==> config.mk <==
export PLATFORM = sky130hd
export DESIGN_NAME = hog_svm_collect
export DESIGN_NICKNAME = d
export VERILOG_FILES = /design/src/rtl/hog_svm_pkg.sv /design/src/rtl/hog_svm_fifo.sv /design/src/rtl/hog_svm_collect.sv
export SDC_FILE = /design/constraint.sdc
export NUM_CORES = 1
export LEC_CHECK = 0
export CORE_AREA = 2 2 233 327
export DETAILED_ROUTE_END_ITERATION = 10
export DIE_AREA = 0 0 235 329
export PLACE_DENSITY = 0.81
export SLEW_MARGIN = 20
export SYNTH_ARGS = -nofsm -noshare
export SYNTH_HDL_FRONTEND = slang
export SYNTH_SLANG_ARGS = --single-unit
==> constraint.sdc <==
create_clock -name clk -period 6.6 [get_ports clk]
set_clock_uncertainty 0.2 [all_clocks]
set_input_delay 1.98 -clock clk [delete_from_list [all_inputs] [get_ports clk]]
set_output_delay 1.98 -clock clk [all_outputs]
set_load 0.02 [all_outputs]
==> src/rtl/hog_svm_pkg.sv <==
// rtl/hog_svm_pkg.sv - shared types and helpers for the HOG/SVM score collector
package hog_svm_pkg;

  typedef enum logic [1:0] {
    ST_RUN   = 2'd0,
    ST_DRAIN = 2'd1,
    ST_DONE  = 2'd2
  } state_e;

  // ceil(log2(n)), never less than 1 so single-lane builds still get a 1-bit lane field
  function automatic int clog2_min1(input int n);
    int r;
    r = 0;
    for (int i = 0; i < 32; i++) begin
      if ((1 << r) < n) r = r + 1;
    end
    if (r < 1) r = 1;
    return r;
  endfunction

  // FIFO entry layout, MSB to LSB: {result, sw_id, lane, is_person}
  function automatic int entry_width(input int res_w, input int sw_w, input int ch_w);
    return res_w + sw_w + ch_w + 1;
  endfunction

endpackage

==> src/rtl/hog_svm_fifo.sv <==
// rtl/hog_svm_fifo.sv - synchronous FIFO with full/empty, legal push+pop at full or empty
module hog_svm_fifo
  import hog_svm_pkg::*;
#(
  parameter int WIDTH = 8,
  parameter int DEPTH = 16
) (
  input  logic             clk,
  input  logic             rst,
  input  logic             push,
  input  logic             pop,
  input  logic [WIDTH-1:0] wdata,
  output logic [WIDTH-1:0] rdata,
  output logic             full,
  output logic             empty
);

  localparam int AW = clog2_min1(DEPTH);

  logic [WIDTH-1:0] mem_q [DEPTH];
  logic [AW:0]      wr_q, wr_d, rd_q, rd_d;
  logic             do_push, do_pop;

  assign empty   = (wr_q == rd_q);
  assign full    = (wr_q[AW] != rd_q[AW]) && (wr_q[AW-1:0] == rd_q[AW-1:0]);
  assign do_pop  = pop && !empty;
  assign do_push = push && (!full || do_pop);
  // head reads as zero while empty so the data outputs are clean after reset
  assign rdata   = empty ? '0 : mem_q[rd_q[AW-1:0]];

  // pointer advance
  always_comb begin
    wr_d = wr_q + {{AW{1'b0}}, do_push};
    rd_d = rd_q + {{AW{1'b0}}, do_pop};
  end

  // pointer registers
  always_ff @(posedge clk) begin
    if (rst) begin
      wr_q <= '0;
      rd_q <= '0;
    end else begin
      wr_q <= wr_d;
      rd_q <= rd_d;
    end
  end

  // storage write, no reset needed
  always_ff @(posedge clk) begin
    if (do_push) mem_q[wr_q[AW-1:0]] <= wdata;
  end

endmodule

==> src/rtl/hog_svm_collect.sv <==
// rtl/hog_svm_collect.sv - collects per-lane SVM scores into one FIFO stream; HOG_SVM_COLLECT_STATS_EN adds det_cnt/drop_cnt
module hog_svm_collect
  import hog_svm_pkg::*;
#(
  parameter  int NCH   = 4,
  parameter  int FEA_I = 4,
  parameter  int FEA_F = 28,
  parameter  int SW_W  = 11,
  parameter  int DEPTH = 16,
  localparam int RES_W = FEA_I + FEA_F,
  localparam int CH_W  = clog2_min1(NCH)
) (
  input  logic                  clk,
  input  logic                  rst,
  input  logic [NCH-1:0]        i_valid,
  input  logic [NCH*RES_W-1:0]  i_result,
  input  logic [NCH*SW_W-1:0]   i_sw_id,
  input  logic                  i_frame_end,
  input  logic                  mode,
  input  logic [RES_W-1:0]      threshold,
  input  logic                  o_ready,
  output logic                  o_valid,
  output logic [RES_W-1:0]      o_result,
  output logic [SW_W-1:0]       o_sw_id,
  output logic [CH_W-1:0]       o_ch,
  output logic                  o_is_person,
  output logic                  o_frame_done,
  output logic                  overflow
`ifdef HOG_SVM_COLLECT_STATS_EN
  ,
  output logic [15:0]           det_cnt,
  output logic [15:0]           drop_cnt
`endif
);

  localparam int ENT_W = entry_width(RES_W, SW_W, CH_W);

  logic [NCH-1:0]   held_q, held_d;
  logic [RES_W-1:0] res_q [NCH];
  logic [RES_W-1:0] res_d [NCH];
  logic [SW_W-1:0]  sw_q  [NCH];
  logic [SW_W-1:0]  sw_d  [NCH];
  logic [CH_W-1:0]  rr_q, rr_d;
  logic             overflow_q, overflow_d;
  logic [NCH-1:0]   drop;
  state_e           state_q, state_d;

  logic             fifo_full, fifo_empty, push, pop;
  logic             grant_v, g_person;
  logic [CH_W-1:0]  grant_idx;
  logic [ENT_W-1:0] wdata, rdata;

  assign pop      = o_valid && o_ready;
  assign g_person = $signed(res_q[grant_idx]) > $signed(threshold);
  assign push     = grant_v && (!mode || g_person);
  assign wdata    = {res_q[grant_idx], sw_q[grant_idx], grant_idx, g_person};
  assign o_valid  = !fifo_empty;
  assign overflow = overflow_q;
  assign {o_result, o_sw_id, o_ch, o_is_person} = rdata;

  // round-robin pick of one held lane, searching from the lane after the last grant
  always_comb begin
    grant_v   = 1'b0;
    grant_idx = rr_q;
    for (int k = 1; k <= NCH; k++) begin
      if (!grant_v && held_q[(int'(rr_q) + k) % NCH]) begin
        grant_v   = 1'b1;
        grant_idx = CH_W'((int'(rr_q) + k) % NCH);
      end
    end
    // a full FIFO only takes a grant when the head leaves in the same cycle
    if (fifo_full && !pop) grant_v = 1'b0;
  end

  // lane holding registers: free on grant, capture new strobe, drop on collision
  always_comb begin
    held_d = held_q;
    res_d  = res_q;
    sw_d   = sw_q;
    drop   = '0;
    rr_d   = grant_v ? grant_idx : rr_q;
    for (int n = 0; n < NCH; n++) begin
      if (grant_v && (grant_idx == CH_W'(n))) held_d[n] = 1'b0;
      if (i_valid[n]) begin
        if (held_d[n]) begin
          drop[n] = 1'b1;
        end else begin
          held_d[n] = 1'b1;
          res_d[n]  = i_result[n*RES_W +: RES_W];
          sw_d[n]   = i_sw_id[n*SW_W +: SW_W];
        end
      end
    end
    overflow_d = overflow_q | (|drop);
  end

  // frame FSM next state and done pulse
  always_comb begin
    state_d      = state_q;
    o_frame_done = 1'b0;
    unique case (state_q)
      ST_RUN:   if (i_frame_end) state_d = ST_DRAIN;
      ST_DRAIN: if ((held_q == '0) && fifo_empty) state_d = ST_DONE;
      ST_DONE: begin
        o_frame_done = 1'b1;
        state_d      = ST_RUN;
      end
      default:  state_d = ST_RUN;
    endcase
  end

  // control state; rr starts at the last lane so lane 0 is first after reset
  always_ff @(posedge clk) begin
    if (rst) begin
      held_q     <= '0;
      rr_q       <= CH_W'(NCH - 1);
      overflow_q <= 1'b0;
      state_q    <= ST_RUN;
    end else begin
      held_q     <= held_d;
      rr_q       <= rr_d;
      overflow_q <= overflow_d;
      state_q    <= state_d;
    end
  end

  // lane payloads are qualified by held_q, so they carry no reset
  always_ff @(posedge clk) begin
    res_q <= res_d;
    sw_q  <= sw_d;
  end

  hog_svm_fifo #(
    .WIDTH (ENT_W),
    .DEPTH (DEPTH)
  ) u_fifo (
    .clk   (clk),
    .rst   (rst),
    .push  (push),
    .pop   (pop),
    .wdata (wdata),
    .rdata (rdata),
    .full  (fifo_full),
    .empty (fifo_empty)
  );

`ifdef HOG_SVM_COLLECT_STATS_EN
  logic [15:0] det_q, det_d, drop_q, drop_d;
  logic [16:0] drop_sum;
  logic [3:0]  drop_n;

  // saturating counters; a detection in the done cycle starts the next frame's count
  always_comb begin
    drop_n = '0;
    for (int n = 0; n < NCH; n++) drop_n = drop_n + {3'b000, drop[n]};
    drop_sum = {1'b0, drop_q} + {13'd0, drop_n};
    drop_d   = drop_sum[16] ? 16'hFFFF : drop_sum[15:0];
    if (o_frame_done)                                det_d = {15'd0, push && g_person};
    else if (push && g_person && det_q != 16'hFFFF) det_d = det_q + 16'd1;
    else                                             det_d = det_q;
  end

  // statistics registers
  always_ff @(posedge clk) begin
    if (rst) begin
      det_q  <= '0;
      drop_q <= '0;
    end else begin
      det_q  <= det_d;
      drop_q <= drop_d;
    end
  end

  assign det_cnt  = det_q;
  assign drop_cnt = drop_q;
`endif

endmodule

Word-level counts from Yosys, hierarchy flattened
Memories as Yosys holds them, arrays and structs flattened. A register that Yosys moved wholly into a read port is not among the register bits.
Index checks and enable logic that the tools add are counted.
{"block": "op_classes", "addsub": 6, "multipliers": 0, "n_div": 0, "n_lt_le_gt_ge": 6, "n_eq_ne": 10, "n_shift": 0, "n_mux": 51, "n_bitwise": 10, "reduce_logical": 36}
{"operator": "$bmux W32 S2", "n": 1}
{"operator": "$mux W32", "n": 2}
{"operator": "$mux W46", "n": 1}
{"operator": "$gt A32 B32 Y1", "n": 1}
{"operator": "$mux W1", "n": 32}
{"operator": "$bmux W11 S2", "n": 1}
{"operator": "$mux W11", "n": 2}
{"operator": "$lt A3 B4 Y1 const B", "n": 4}
{"operator": "$logic_and A1 B1 Y1", "n": 14}
{"operator": "$mux W2", "n": 6}
{"operator": "$add A5 B1 Y5", "n": 2}
{"operator": "$reduce_and A2 Y1", "n": 5}
{"operator": "$bmux W1 S2", "n": 4}
{"operator": "$reduce_or A2 Y1", "n": 4}
{"operator": "$logic_not A1 Y1", "n": 7}
{"operator": "$eq A2 B2 Y1 const B", "n": 3}
{"operator": "$eq A5 B5 Y1", "n": 1}
{"operator": "$add A2 B1 Y2 const B", "n": 2}
{"operator": "$add A2 B2 Y2 const B", "n": 2}
{"operator": "$and A1 B1 Y1 const A", "n": 4}
{"operator": "$eq A2 B1 Y1 const B", "n": 2}
{"operator": "$eq A4 B4 Y1", "n": 1}
{"operator": "$logic_not A2 Y1", "n": 2}
{"operator": "$logic_not A4 Y1", "n": 1}
{"operator": "other kinds (10)", "n": 15}
{"block": "word_totals", "reg_bits": 191, "latch_bits": 0, "mem_bits_rw": 736, "rom_bits": 0, "input_bits": 213, "out_inout_bits": 49, "word_cells": 134, "n_memories": 1}
{"memory": "u_fifo.mem_q", "depth": 16, "word_bits": 46, "read_ports": 1, "rd_ports_with_merged_regs": 1, "wr": 1, "line_no": "hog_svm_fifo.sv:20", "text": "logic [WIDTH-1:0] mem_q [DEPTH];"}

Longest topological paths before layout
Gate-level depths: netlist of run 1.
{"block": "logic_depth", "depth_word": 26, "mapped_depth": 20, "ltp_nobuf": 18}

Hierarchy
A second synthesis of run 1 with hierarchy kept.
{"block": "unflattened", "hier_cells": 1618, "area_unflattened_um2": 35778.1}
{"mod": "hog_svm_fifo", "n_inst": 1, "cells_each": 1210, "area_per_inst_um2": 28194.5, "seq_area_each_um2": 22301.4}
{"mod": "hog_svm_collect", "n_inst": 1, "cells_each": 408, "area_per_inst_um2": 7583.5, "seq_area_each_um2": 5345.1}

Worst setup path before layout of run 1
OpenSTA, ideal clock, no wires.
{"block": "synth_timing", "path_kind": "register to register", "startpoint": "reg rr_q[1]", "endpoint": "mem u_fifo.mem_q[13][0] in the netlist's numbering (enable)", "setup_ps": 449, "arrival_ps": 5513, "required_time_ps": 5951, "setup_slack_ps": 437, "path_stages_with_launch": 16, "n_path_buf": 3, "synth_period_minus_slack_ps": 6163, "cell_sequence": "dfxtp_1 > mux2i_1 > nor2_1 > a311oi_1 > clkbuf_1 > inv_2 > clkbuf_1 > a31oi_1 > ha_1 > nand4_1 > nor4_1 > a32oi_1 > o21a_1 > buf_2 > nand3_1 > nor2_1"}
{"block": "synth_via", "elab_chain_cells": 24, "elab_cells_between_ends": 41, "classes_between": "add/sub (4); order compare (1); mux (26); bitwise (1); reduce/logical (9)"}
{"element": "start, declared", "line_no": "hog_svm_collect.sv:43", "text": "logic [CH_W-1:0] rr_q, rr_d;"}
{"element": "start signal, assigned", "line_no": "hog_svm_collect.sv:116", "text": "rr_q <= CH_W'(NCH - 1);"}
{"element": "start signal, assigned", "line_no": "hog_svm_collect.sv:121", "text": "rr_q <= rr_d;"}
{"element": "$add A2 B1 Y2", "line_no": "hog_svm_collect.sv:66", "text": "if (!grant_v && held_q[(int'(rr_q) + k) % NCH]) begin"}
{"element": "$bmux W1 S2", "line_no": "hog_svm_collect.sv:66"}
{"element": "$mux W1 (not written as such) (2 in a row)", "line_no": "hog_svm_collect.sv:66"}
{"element": "$mux W1", "line_no": "hog_svm_collect.sv:66"}
{"element": "$logic_not A1 Y1", "line_no": "hog_svm_collect.sv:66"}
{"element": "$logic_and A1 B1 Y1", "line_no": "hog_svm_collect.sv:66"}
{"element": "$mux W1", "line_no": "hog_svm_collect.sv:66"}
{"element": "$logic_not A1 Y1", "line_no": "hog_svm_collect.sv:66"}
{"element": "(+5 left out)"}
{"element": "net grant_idx[0]", "line_no": "hog_svm_collect.sv:50", "text": "logic [CH_W-1:0] grant_idx;"}
{"element": "(+2 left out)"}
{"element": "$mux W32 (*) (2 in a row)"}
{"element": "net u_fifo.wdata[44]", "line_no": "hog_svm_fifo.sv:12", "text": "input logic [WIDTH-1:0] wdata,"}
{"element": "$gt A32 B32 Y1 (*)", "line_no": "hog_svm_collect.sv:54", "text": "assign g_person = $signed(res_q[grant_idx]) > $signed(threshold);"}
{"element": "$logic_or A1 B1 Y1 (*)", "line_no": "hog_svm_collect.sv:55", "text": "assign push = grant_v && (!mode || g_person);"}
{"element": "$logic_and A1 B1 Y1 (*)", "line_no": "hog_svm_collect.sv:55"}
{"element": "$logic_and A1 B1 Y1 (*)", "line_no": "hog_svm_fifo.sv:27", "text": "assign do_push = push && (!full || do_pop);"}
{"element": "$mux W1 (*)", "line_no": "hog_svm_fifo.sv:50", "text": "if (do_push) mem_q[wr_q[AW-1:0]] <= wdata;"}
{"element": "$mux W1 (not written as such) (*)", "line_no": "hog_svm_fifo.sv:50"}
{"element": "end, declared", "line_no": "hog_svm_fifo.sv:20"}
The timed path passes the listed nets; every way through them passes the cells marked *. The select of a mux whose other input is x is not followed.

Worst setup path after layout of run 1
{"block": "layout_timing", "startpoint": "reg u_fifo.rd_q[0]", "endpoint": "out o_result[13]"}
{"block": "layout_via", "elab_chain_cells": 2}
{"element": "start, declared", "line_no": "hog_svm_fifo.sv:21", "text": "logic [AW:0] wr_q, wr_d, rd_q, rd_d;"}
{"element": "start signal, assigned", "line_no": "hog_svm_fifo.sv:44", "text": "rd_q <= rd_d;"}
{"element": "$eq A5 B5 Y1", "line_no": "hog_svm_fifo.sv:24", "text": "assign empty = (wr_q == rd_q);"}
{"element": "$mux W46", "line_no": "hog_svm_fifo.sv:29", "text": "assign rdata = empty ? '0 : mem_q[rd_q[AW-1:0]];"}
{"element": "end, declared", "line_no": "hog_svm_collect.sv:23", "text": "output logic [RES_W-1:0] o_result,"}
No other way between the ends.

==> flow_summary.ini, run 1 <==
[synth]
synth_top_flop_cell = edfxtp_1
synth_top_family_by_area = multiplexers
synth_mux_area_share_pct = 15.1
synth-edff-count = 908
synth.distinct_cells = 52
avgSynthCellArea_um2 = 20.5
synth_fa_ha_area_share_pct = 1.22
synth_nets = 2047
postSynth.asyncResetShare_pct = 0
synth_seq_cells = 927
synth_area_um2 = 36900
ys.warnings.count = 0
post_synth_xor_area_fraction_pct = 0.261
ys_seq_area_share_pct = 74.9
synth-simple-area-share_pct = 4.84
syn-instance-count = 1798
synth_compound_area_share_pct = 1.59

[power_and_ir_drop]
cellPowerDensity_nw_per_um2 = 392
netSwitchingFraction_pct = 29.4
power.switching_mw = 5.01
p_int_mw = 12.0
power_frac_clock_pct = 26.1
power_frac_comb_pct = 29.3
power.leakage_nw = 14.3
seqPwrFrac_pct = 44.6
ir_worst_vdd_v = 0.000269

[global_route]
gr-usage-met1_pct = 28.7
antenna_found_initial = 1
use_met2_pct = 39.4
met3_usage_pct = 3.18
grt.busiest_layer = met2
grt_usage_pct = 22.5
grt_pass1_vias = 20200
grt_pass1_wl_mm = 129
overflow = 0
grt_start_max_net_pins = 81

[drt]
antenna_left = 0
wl_per_cell_um = 27.7
drt-initial-drc-count = 1896
dr.pass1.iters = 5
drcViolationCount = 0
via_count = 19100
viasPerCell = 6.06
wirelength_mm = 87.4

[floorplan]
rows = 119
start_util_pct = 49.5
dieArea_um2 = 77300
io-pin-count = 262
core_area_um2 = 74600
die_w_um = 235
chipHeight_um = 329

[placement]
gp_congestion = 0.872
portBuffers = 261
place_ws_ns = 0.846
placed_cell_area_um2 = 41100
dpl.hpwl_mm = 50.9

[timing]
max_slew_margin_pct = 29.4
fin_crit_sh_pct = 88.7
grt_setup_unrepaired = false
fin_crit_ns = 5.86
tightest_slew_ns = 1.06
setup-tns-final_ns = 0
slew_violations = 0
layout_setup_ws_ns = 0.745
final_hold_viol_count = 0
hold_ws_ns = 0.244
setup_violations = 0
max_freq_ghz = 0.171

[run_status]
status = completed

[finish]
drive_above_1_share_pct = 17.2
seqCellArea_um2 = 27700
multiInputGateArea_um2 = 8710
insertedDiodeCount = 0
fillers = 5087
design_area_um2 = 43500
syn_to_final_growth_pct = 18.0
nets = 2374

[clock_tree]
path_clk_slew_ns = 0.07
insertion_delay_ns = 0.63
cts_sinks = 927
ctsHoldBuffers = 0
htreeDepth = 3
postCtsSetupBuffers = 0
cts_buffer_depth = 3
tritoncts = done
post_cts_resized = 0
clockRootBuffer = clkbuf_16
cts_buffers = 76

[setup_path]
crit_path_max_incr_delay_ns = 0.70
slowest_stage = mux4_1
crit_path_cell_trace = buf_12 > mux4_1 > mux4_2 > nor2b_1 > clkdlybuf4s50_1
worstPathArrival_ns = 3.68
worstSetupEndpointType = output pin
start_kind = flip-flop
critPathKind = reg2out
critPathRequiredTime_ns = 4.42
critPathMaxFanout = 72

[min_path]
min_path_type = reg2reg

[job]
drv_cap = 0
-- flip-flops by register name (all words and copies together) (netlist names) --
register	count
held_q	4
overflow	1
res_q	128
rr_q	2
state_q	2
sw_q	44
u_fifo.mem_q	736
u_fifo.rd_q	5
u_fifo.wr_q	5
-- kinds of logic (layout without fill, tap and decap cells) --
family | after synthesis | count (layout)
flip-flops | 927 | 927
AO/OA/AOI/OAI | 93 | 93
XOR/XNOR | 11 | 11
buffers and inverters | 135 | 520
AND/OR/NAND/NOR | 362 | 362
adder cells (fa/ha/maj) | 36 | 36
multiplexers | 234 | 234
-- layout by cell type (no fill, tap or decap), drive strengths merged, types with 19 or more instances in the layout --
master	count
a21oi	22
a31oi	43
and3	42
buf	81
clkbuf	95
clkdlybuf4s50	261
clkinv	30
dfxtp	19
edfxtp	908
ha	36
inv	46
mux4	230
nand2	180
nor2	31
nor2b	62
-- per-layer routing --
| layer | part of all wire, % | vias to the layer above |
|---|---|---|
| li1 | - | 7991 |
| met1 | 37 | 9841 |
| met2 | 52 | 1099 |
| met3 | 7.4 | 166 |
| met4 | 3.2 | 0 |
| met5 | 0 | - |
-- cell usage after synthesis, types with 8 or more instances --
cell type,instances,share of area [%]
xor2_1,8,0.19
nand4_1,10,0.17
dfxtp_1,19,1.0
nor2b_1,53,0.90
nor2b_4,9,0.34
inv_1,39,0.40
buf_12,12,0.65
clkbuf_1,48,0.49
buf_2,14,0.19
a21oi_1,21,0.28
nand2_1,180,1.8
buf_1,12,0.12
nor2_1,31,0.32
mux4_1,94,6.7
and3_1,42,0.71
nand3_1,17,0.23
a31oi_1,43,0.73
mux4_2,136,8.3
ha_1,36,1.2
edfxtp_1,908,74
-- worst max-delay path: cells and delay by family, from the launching register on --
kind / cells / cell delay [ns]
buf+inv: 2 / 0.99
flops: 1 / 0.58
mux: 2 / 1.23
simple gates: 1 / 0.16
-- metrics by stage --
step | instances | total power [mW] | util (%)
floorplan | 1798 | 10.8 | -
global placement | 3015 | 12.5 | 55.1
detailed placement | 3015 | 12.7 | 55.1
CTS | 3151 | 17.2 | 58.3
global route | 3151 | 17.7 | 58.4
finish | 3151 | 17.1 | 58.4
-- cell type report --
| type | count | share of cell area [%] |
|---|---|---|
| timing repair buffer | 342 | 7.77 |
| tap | 968 | 2.78 |
| inverter | 42 | 0.365 |
| clock buffer | 95 | 4.73 |
| multi-input combinational | 736 | 20.0 |
| clock inverter | 41 | 0.828 |
| sequential | 927 | 63.5 |
-- path summary, 6_finish.rpt --
| kind | start | to | slack (ns) | cells past startpoint |
|---|---|---|---|---|
| worst min register to register | state_q[1]$_SDFFE_PP0P_ | state_q[0]$_SDFFE_PP0P_ | 0.24 | 1 |
| worst max-delay path | u_fifo.rd_q[0]$_SDFF_PP0_ | o_result[13] | 0.74 | 5 |
| worst max register to register | rr_q[1]$_SDFFE_PP1P_ | u_fifo.wr_q[4]$_SDFF_PP0_ | 0.93 | 20 |
| worst min-delay path | state_q[1]$_SDFFE_PP0P_ | state_q[0]$_SDFFE_PP0P_ | 0.24 | 1 |
-- power groups by stage --
stage	combinational, mW	clock (mW)	sequential (mW)
after floorplan	3.18	0	7.64
after global placement	4.85	0	7.68
after detailed placement	4.99	0	7.72
after CTS	5.04	4.51	7.61
after global routing	5.30	4.71	7.64
final	4.99	4.46	7.61
No activity file was read; power rests on OpenSTA's default activity.
==> inputs of run 2 (changes only) <==
--- a/config.mk
+++ b/config.mk
@@ -5,9 +5,10 @@
 export SDC_FILE = /design/constraint.sdc
 export NUM_CORES = 1
 export LEC_CHECK = 0
-export CORE_AREA = 2 2 233 327
+export ABC_AREA = 1
+export CORE_AREA = 2 2 234 328
 export DETAILED_ROUTE_END_ITERATION = 10
-export DIE_AREA = 0 0 235 329
+export DIE_AREA = 0 0 236 330
 export PLACE_DENSITY = 0.81
 export SLEW_MARGIN = 20
 export SYNTH_ARGS = -nofsm -noshare
==> flow_summary.ini, run 2 <==
[setup_path]
critPathKind = reg2out
crit_family = buffers and inverters
slowest_stage = clkdlybuf4s50_1
crit_path_max_incr_delay_ns = 0.69
cp_num_buf_inv = 3
critPathRequiredTime_ns = 4.42
worstSetupEndpointType = output pin
crit_path_cell_trace = inv_8 > buf_4 > nor2_1 > o32ai_1 > o211ai_1 > a31oi_1 > clkdlybuf4s50_1
worstPathArrival_ns = 3.84
start_kind = flip-flop
critPathMaxFanout = 122

[synth]
synth-edff-count = 908
syn-instance-count = 2676
synth_top_flop_cell = edfxtp_1
synth_seq_cells = 927
yosysMostFrequentCell = edfxtp_1
avgSynthCellArea_um2 = 13.9
synth_top_area_cell = edfxtp_1
synth_nets = 2925
ys.warnings.count = 0
netlist_top_cells_area = edfxtp_1 73%, nor2_1 5.2%, o21ai_0 2.7%, o32ai_1 2.6%, nand2_1 2.1%
synth_top_area_share_pct = 73.5
synth_area_um2 = 37100
synthTopCellsByCount = 908 x edfxtp_1, 514 x nor2_1, 211 x nand2_1
synth.distinct_cells = 38
ys_seq_area_share_pct = 74.5
postSynth.asyncResetShare_pct = 0

[floorplan]
io-pin-count = 262
start_util_pct = 49.5
rows = 119
chipHeight_um = 330
die_w_um = 236
dieArea_um2 = 77900
core_area_um2 = 74900

[finish]
design_area_um2 = 43500
nets = 3155
insertedDiodeCount = 0
syn_to_final_growth_pct = 17.2
fillers = 5417
drive_above_1_share_pct = 8.97
largest_register_ff_count = 736
layout_common_cells = 908 x edfxtp_1, 497 x nor2_1, 261 x clkdlybuf4s50_1
final_util_pct = 58.1
final_common_cell = edfxtp_1

[clock_tree]
insertion_delay_ns = 0.62
cts_buffer_depth = 3
cts_buffers = 78
postCtsSetupBuffers = 0
tritoncts = done
ctsHoldBuffers = 0
cts_sinks = 927
post_cts_resized = 0
path_clk_slew_ns = 0.07
htreeDepth = 3
clockRootBuffer = clkbuf_16

[global_route]
grt_pass1_wl_mm = 139
antenna_found_initial = 3
overflow = 0
grt_usage_pct = 23.4
grt_start_max_net_pins = 193
grt_pass1_vias = 23600

[drt]
wl_per_cell_um = 23.5
drcViolationCount = 0
dr.pass1.iters = 6
via_count = 23700
drt-initial-drc-count = 2941
wirelength_mm = 92.5
viasPerCell = 6.02
antenna_left = 0

[timing]
grt_setup_unrepaired = false
setup_violations = 0
tightest_slew_ns = 1.14
setup-tns-final_ns = 0
slew_violations = 0
fin_crit_sh_pct = 91.2
final_hold_viol_count = 0
max_slew_margin_pct = 24.0
max_freq_ghz = 0.166
fin_crit_ns = 6.02

[placement]
placed_cell_area_um2 = 41000
portBuffers = 261
dpl.hpwl_mm = 57.7
gp_congestion = 0.833

[job]
drv_cap = 0

[power_and_ir_drop]
p_total_mw = 25.6
cellPowerDensity_nw_per_um2 = 588
power.leakage_nw = 14.1
ir_worst_vdd_v = 0.000480

[run_status]
status = completed

[min_path]
min_path_type = reg2reg
[run 2: kinds of logic (layout without fill, tap and decap cells)]
logic type                 after synthesis  in the layout  synth area share, %
DFF                                    927            927                 74.5
and+or+nand+nor                        811            811                 8.68
AOI/OAI and AO/OA                      545            545                 10.3
buffers and inverters                  275            564                 3.11
muxes                                   75             75                 2.02
adders and majority gates               36             36                 1.21
xor gates and xnor gates                 7              7                0.165
[run 2: layer usage]
metal | routed length (um) | global-route usage (%) | up-vias | part of all wire (%)
li1 | - | - | 10500 | -
met4 | 2670 | 8.04 | 4 | 2.9
met1 | 34000 | 29.8 | 11700 | 37
met5 | 20 | 0 | - | 0.022
met2 | 47100 | 40.4 | 1360 | 51
met3 | 8750 | 4.29 | 172 | 9.5
[run 2: through the flow]
stage,setup WS [ns],cells,hold slack [ns]
3_3_place_gp,0.978,3794,0.266
4_1_cts,0.539,3933,0.308
6_report,0.582,3933,0.310
2_1_floorplan,0.556,2676,0.251
5_1_grt,0.264,3933,0.341
3_5_place_dp,0.937,3794,0.284
[run 2: cell type report]
type,instances,area (um2),area share [%]
sequential,927,27700,63.6
multi-input combinational,1474,8480,19.5
timing repair buffer,317,3250,7.46
clock buffer,99,2090,4.81
tap,968,1210,2.78
inverter,108,420,0.966
clock inverter,40,399,0.918
[run 2: where the power goes]
group,switching [mW],internal (mW),total (mW)
logic,8.02,2.47,10.5
clock network,2.02,2.53,4.56
registers,0.238,10.3,10.5
[run 2: worst paths after layout]
check	startpoint	to	slack (ns)	cells after the start
hold reg to reg	u_fifo.wr_q[4]$_SDFF_PP0_	u_fifo.wr_q[4]$_SDFF_PP0_	0.31	2
setup reg to reg	rr_q[0]$_SDFFE_PP1P_	u_fifo.wr_q[4]$_SDFF_PP0_	0.86	29
hold / removal	u_fifo.wr_q[4]$_SDFF_PP0_	u_fifo.wr_q[4]$_SDFF_PP0_	0.31	2
setup / recovery	u_fifo.rd_q[0]$_SDFF_PP0_	o_ch[1]	0.58	7
[run 2: worst register-to-register path, delay by kind of cell (launching register included)]
family | cells | cell delay [ns]
flops | 1 | 0.54
fa+ha+maj | 3 | 0.86
compound gates | 3 | 0.48
simple gates | 18 | 2.65
buf+inv | 5 | 0.92
==> inputs of run 3 (changes only) <==
--- a/config.mk
+++ b/config.mk
@@ -9,7 +9,8 @@
 export CORE_AREA = 2 2 234 328
 export DETAILED_ROUTE_END_ITERATION = 10
 export DIE_AREA = 0 0 236 330
-export PLACE_DENSITY = 0.81
+export PLACE_DENSITY = 0.78
+export RECOVER_POWER = 25
 export SLEW_MARGIN = 20
 export SYNTH_ARGS = -nofsm -noshare
 export SYNTH_HDL_FRONTEND = slang
==> constraint.sdc (replaced) <==
create_clock -name clk -period 6.73 [get_ports clk]
set_clock_uncertainty 0.2 [all_clocks]
set_input_delay 2.019 -clock clk [delete_from_list [all_inputs] [get_ports clk]]
set_output_delay 2.019 -clock clk [all_outputs]
set_load 0.02 [all_outputs]
==> flow_summary.ini, run 3 (synthesis results as in run 2) <==
[run_status]
status = completed

[finish]
nets = 3154
final_common_cell = edfxtp_1
drive_above_1_share_pct = 7.68
largest_register_ff_count = 736
syn_to_final_growth_pct = 16.7
insertedDiodeCount = 0
layout_common_cells = 908 x edfxtp_1, 497 x nor2_1, 211 x nand2_1

[global_route]
grt_usage_pct = 23.8
grt_start_max_net_pins = 181
overflow = 0
antenna_found_initial = 3
grt_pass1_wl_mm = 141
grt_pass1_vias = 24000

[power_and_ir_drop]
ir_worst_vdd_v = 0.000533
seqPwrFrac_pct = 42.2
power_frac_clock_pct = 18.0
p_int_mw = 14.8
power_frac_comb_pct = 39.7
power.leakage_nw = 14.2
cellPowerDensity_nw_per_um2 = 566
power.switching_mw = 9.70
netSwitchingFraction_pct = 39.6

[timing]
setup-tns-final_ns = 0
slew_violations = 0
grt_setup_unrepaired = false
hold_ws_ns = 0.282
max_slew_margin_pct = 28.4
final_hold_viol_count = 0
tightest_slew_ns = 1.07
max_freq_ghz = 0.160
fin_crit_sh_pct = 92.6
fin_crit_ns = 6.23
setup_violations = 0

[floorplan]
rows = 119
start_util_pct = 49.5
dieArea_um2 = 77900
io-pin-count = 262
chipHeight_um = 330
die_w_um = 236
core_area_um2 = 74900

[setup_path]
critPathRequiredTime_ns = 4.51
critPathKind = reg2out
slowest_stage = dfxtp_2
r2r_cells = 32
worstPathArrival_ns = 4.01
start_kind = flip-flop
crit_path_cell_trace = xor2_1 > nor2_1 > and2_1 > nand2_1 > inv_2 > buf_4 > a31oi_1 > clkdlybuf4s50_1
critPathMaxFanout = 39
r2r_end = u_fifo.wr_q[4]$_SDFF_PP0_
worstSetupEndpointType = output pin
r2r-start = rr_q[0]$_SDFFE_PP1P_
crit_cells = 8
crit_family = buffers and inverters
crit_path_max_incr_delay_ns = 0.93
cp_num_buf_inv = 3
ff2ff_setup_slack_ns = 0.62

[placement]
gp_congestion = 0.908
dpl.hpwl_mm = 58.3
portBuffers = 261

[clock_tree]
tritoncts = done
cts_buffer_depth = 3
ctsHoldBuffers = 0
insertion_delay_ns = 0.62
cts_buffers = 78
postCtsSetupBuffers = 0
htreeDepth = 3
cts_sinks = 927
path_clk_slew_ns = 0.07
clockRootBuffer = clkbuf_16
post_cts_resized = 0

[min_path]
min_from = u_fifo.rd_q[4]$_SDFF_PP0_
hold_path_end = u_fifo.rd_q[4]$_SDFF_PP0_
whs_path_depth = 2
min_path_type = reg2reg

[drt]
drcViolationCount = 0
drt-initial-drc-count = 2702
via_count = 23900
wirelength_mm = 94.1
viasPerCell = 6.06
wl_per_cell_um = 23.9
antenna_left = 0
dr.pass1.iters = 6

[job]
drv_cap = 0
==> run 3: power groups by stage <==
stage | logic, mW | registers [mW] | clock network [mW]
after floorplan | 5.78 | 10.3 | 0
after global placement | 9.31 | 10.4 | 0
after detailed placement | 9.75 | 10.4 | 0
after CTS | 9.82 | 10.3 | 4.44
after global routing | 10.4 | 10.4 | 4.66
final | 9.74 | 10.3 | 4.42
==> run 3: worst max-delay path by stage <==
stage                         startpoint                       endpoint  slack [ns]
4_1_cts        u_fifo.rd_q[2]$_SDFF_PP0_                        o_ch[0]        0.45
3_3_place_gp        rr_q[0]$_SDFFE_PP1P_      u_fifo.wr_q[4]$_SDFF_PP0_        0.87
5_1_grt             rr_q[0]$_SDFFE_PP1P_      u_fifo.wr_q[4]$_SDFF_PP0_        0.12
6_report       u_fifo.rd_q[2]$_SDFF_PP0_                    o_is_person        0.50
2_1_floorplan              threshold[31]  u_fifo.mem_q[13][0]$_DFFE_PP_        0.65
3_5_place_dp        rr_q[0]$_SDFFE_PP1P_      u_fifo.wr_q[4]$_SDFF_PP0_        0.77
==> run 3: metal layers <==
metal	share of wire (%)	GRT usage, %	vias up
met5	0.014	0	-
met4	3.5	9.43	2
met3	9.4	3.69	183
met2	50	41.2	1398
met1	37	30.3	11800
li1	-	-	10500
==> run 3: stage by stage <==
step           cells  setup WS [ns]  utilization, %  area [um2]  power [mW]
6_report        3937          0.496            57.8       43300        24.5
5_1_grt         3937          0.123            57.8       43300        25.5
2_1_floorplan   2676          0.647               -       37100        16.1
4_1_cts         3936          0.453            57.9       43400        24.6
3_5_place_dp    3792          0.769            54.6       40900        20.2
3_3_place_gp    3792          0.873            54.6       40900        19.7
==> run 3: final cells by class <==
cell class | count | area (um2)
Fill cell | 5525 | 31600
Sequential cell | 927 | 27700
Multi-Input combinational cell | 1474 | 8340
Timing Repair Buffer | 316 | 3180
Clock buffer | 99 | 2090
Tap cell | 968 | 1210
Inverter | 108 | 420
Clock inverter | 45 | 384
==> run 3: worst min-delay path, cell delays in order, from the launching register on <==
cell and delay (ns):
dfxtp_1 0.32, inv_1 0.06, a21oi_1 0.05
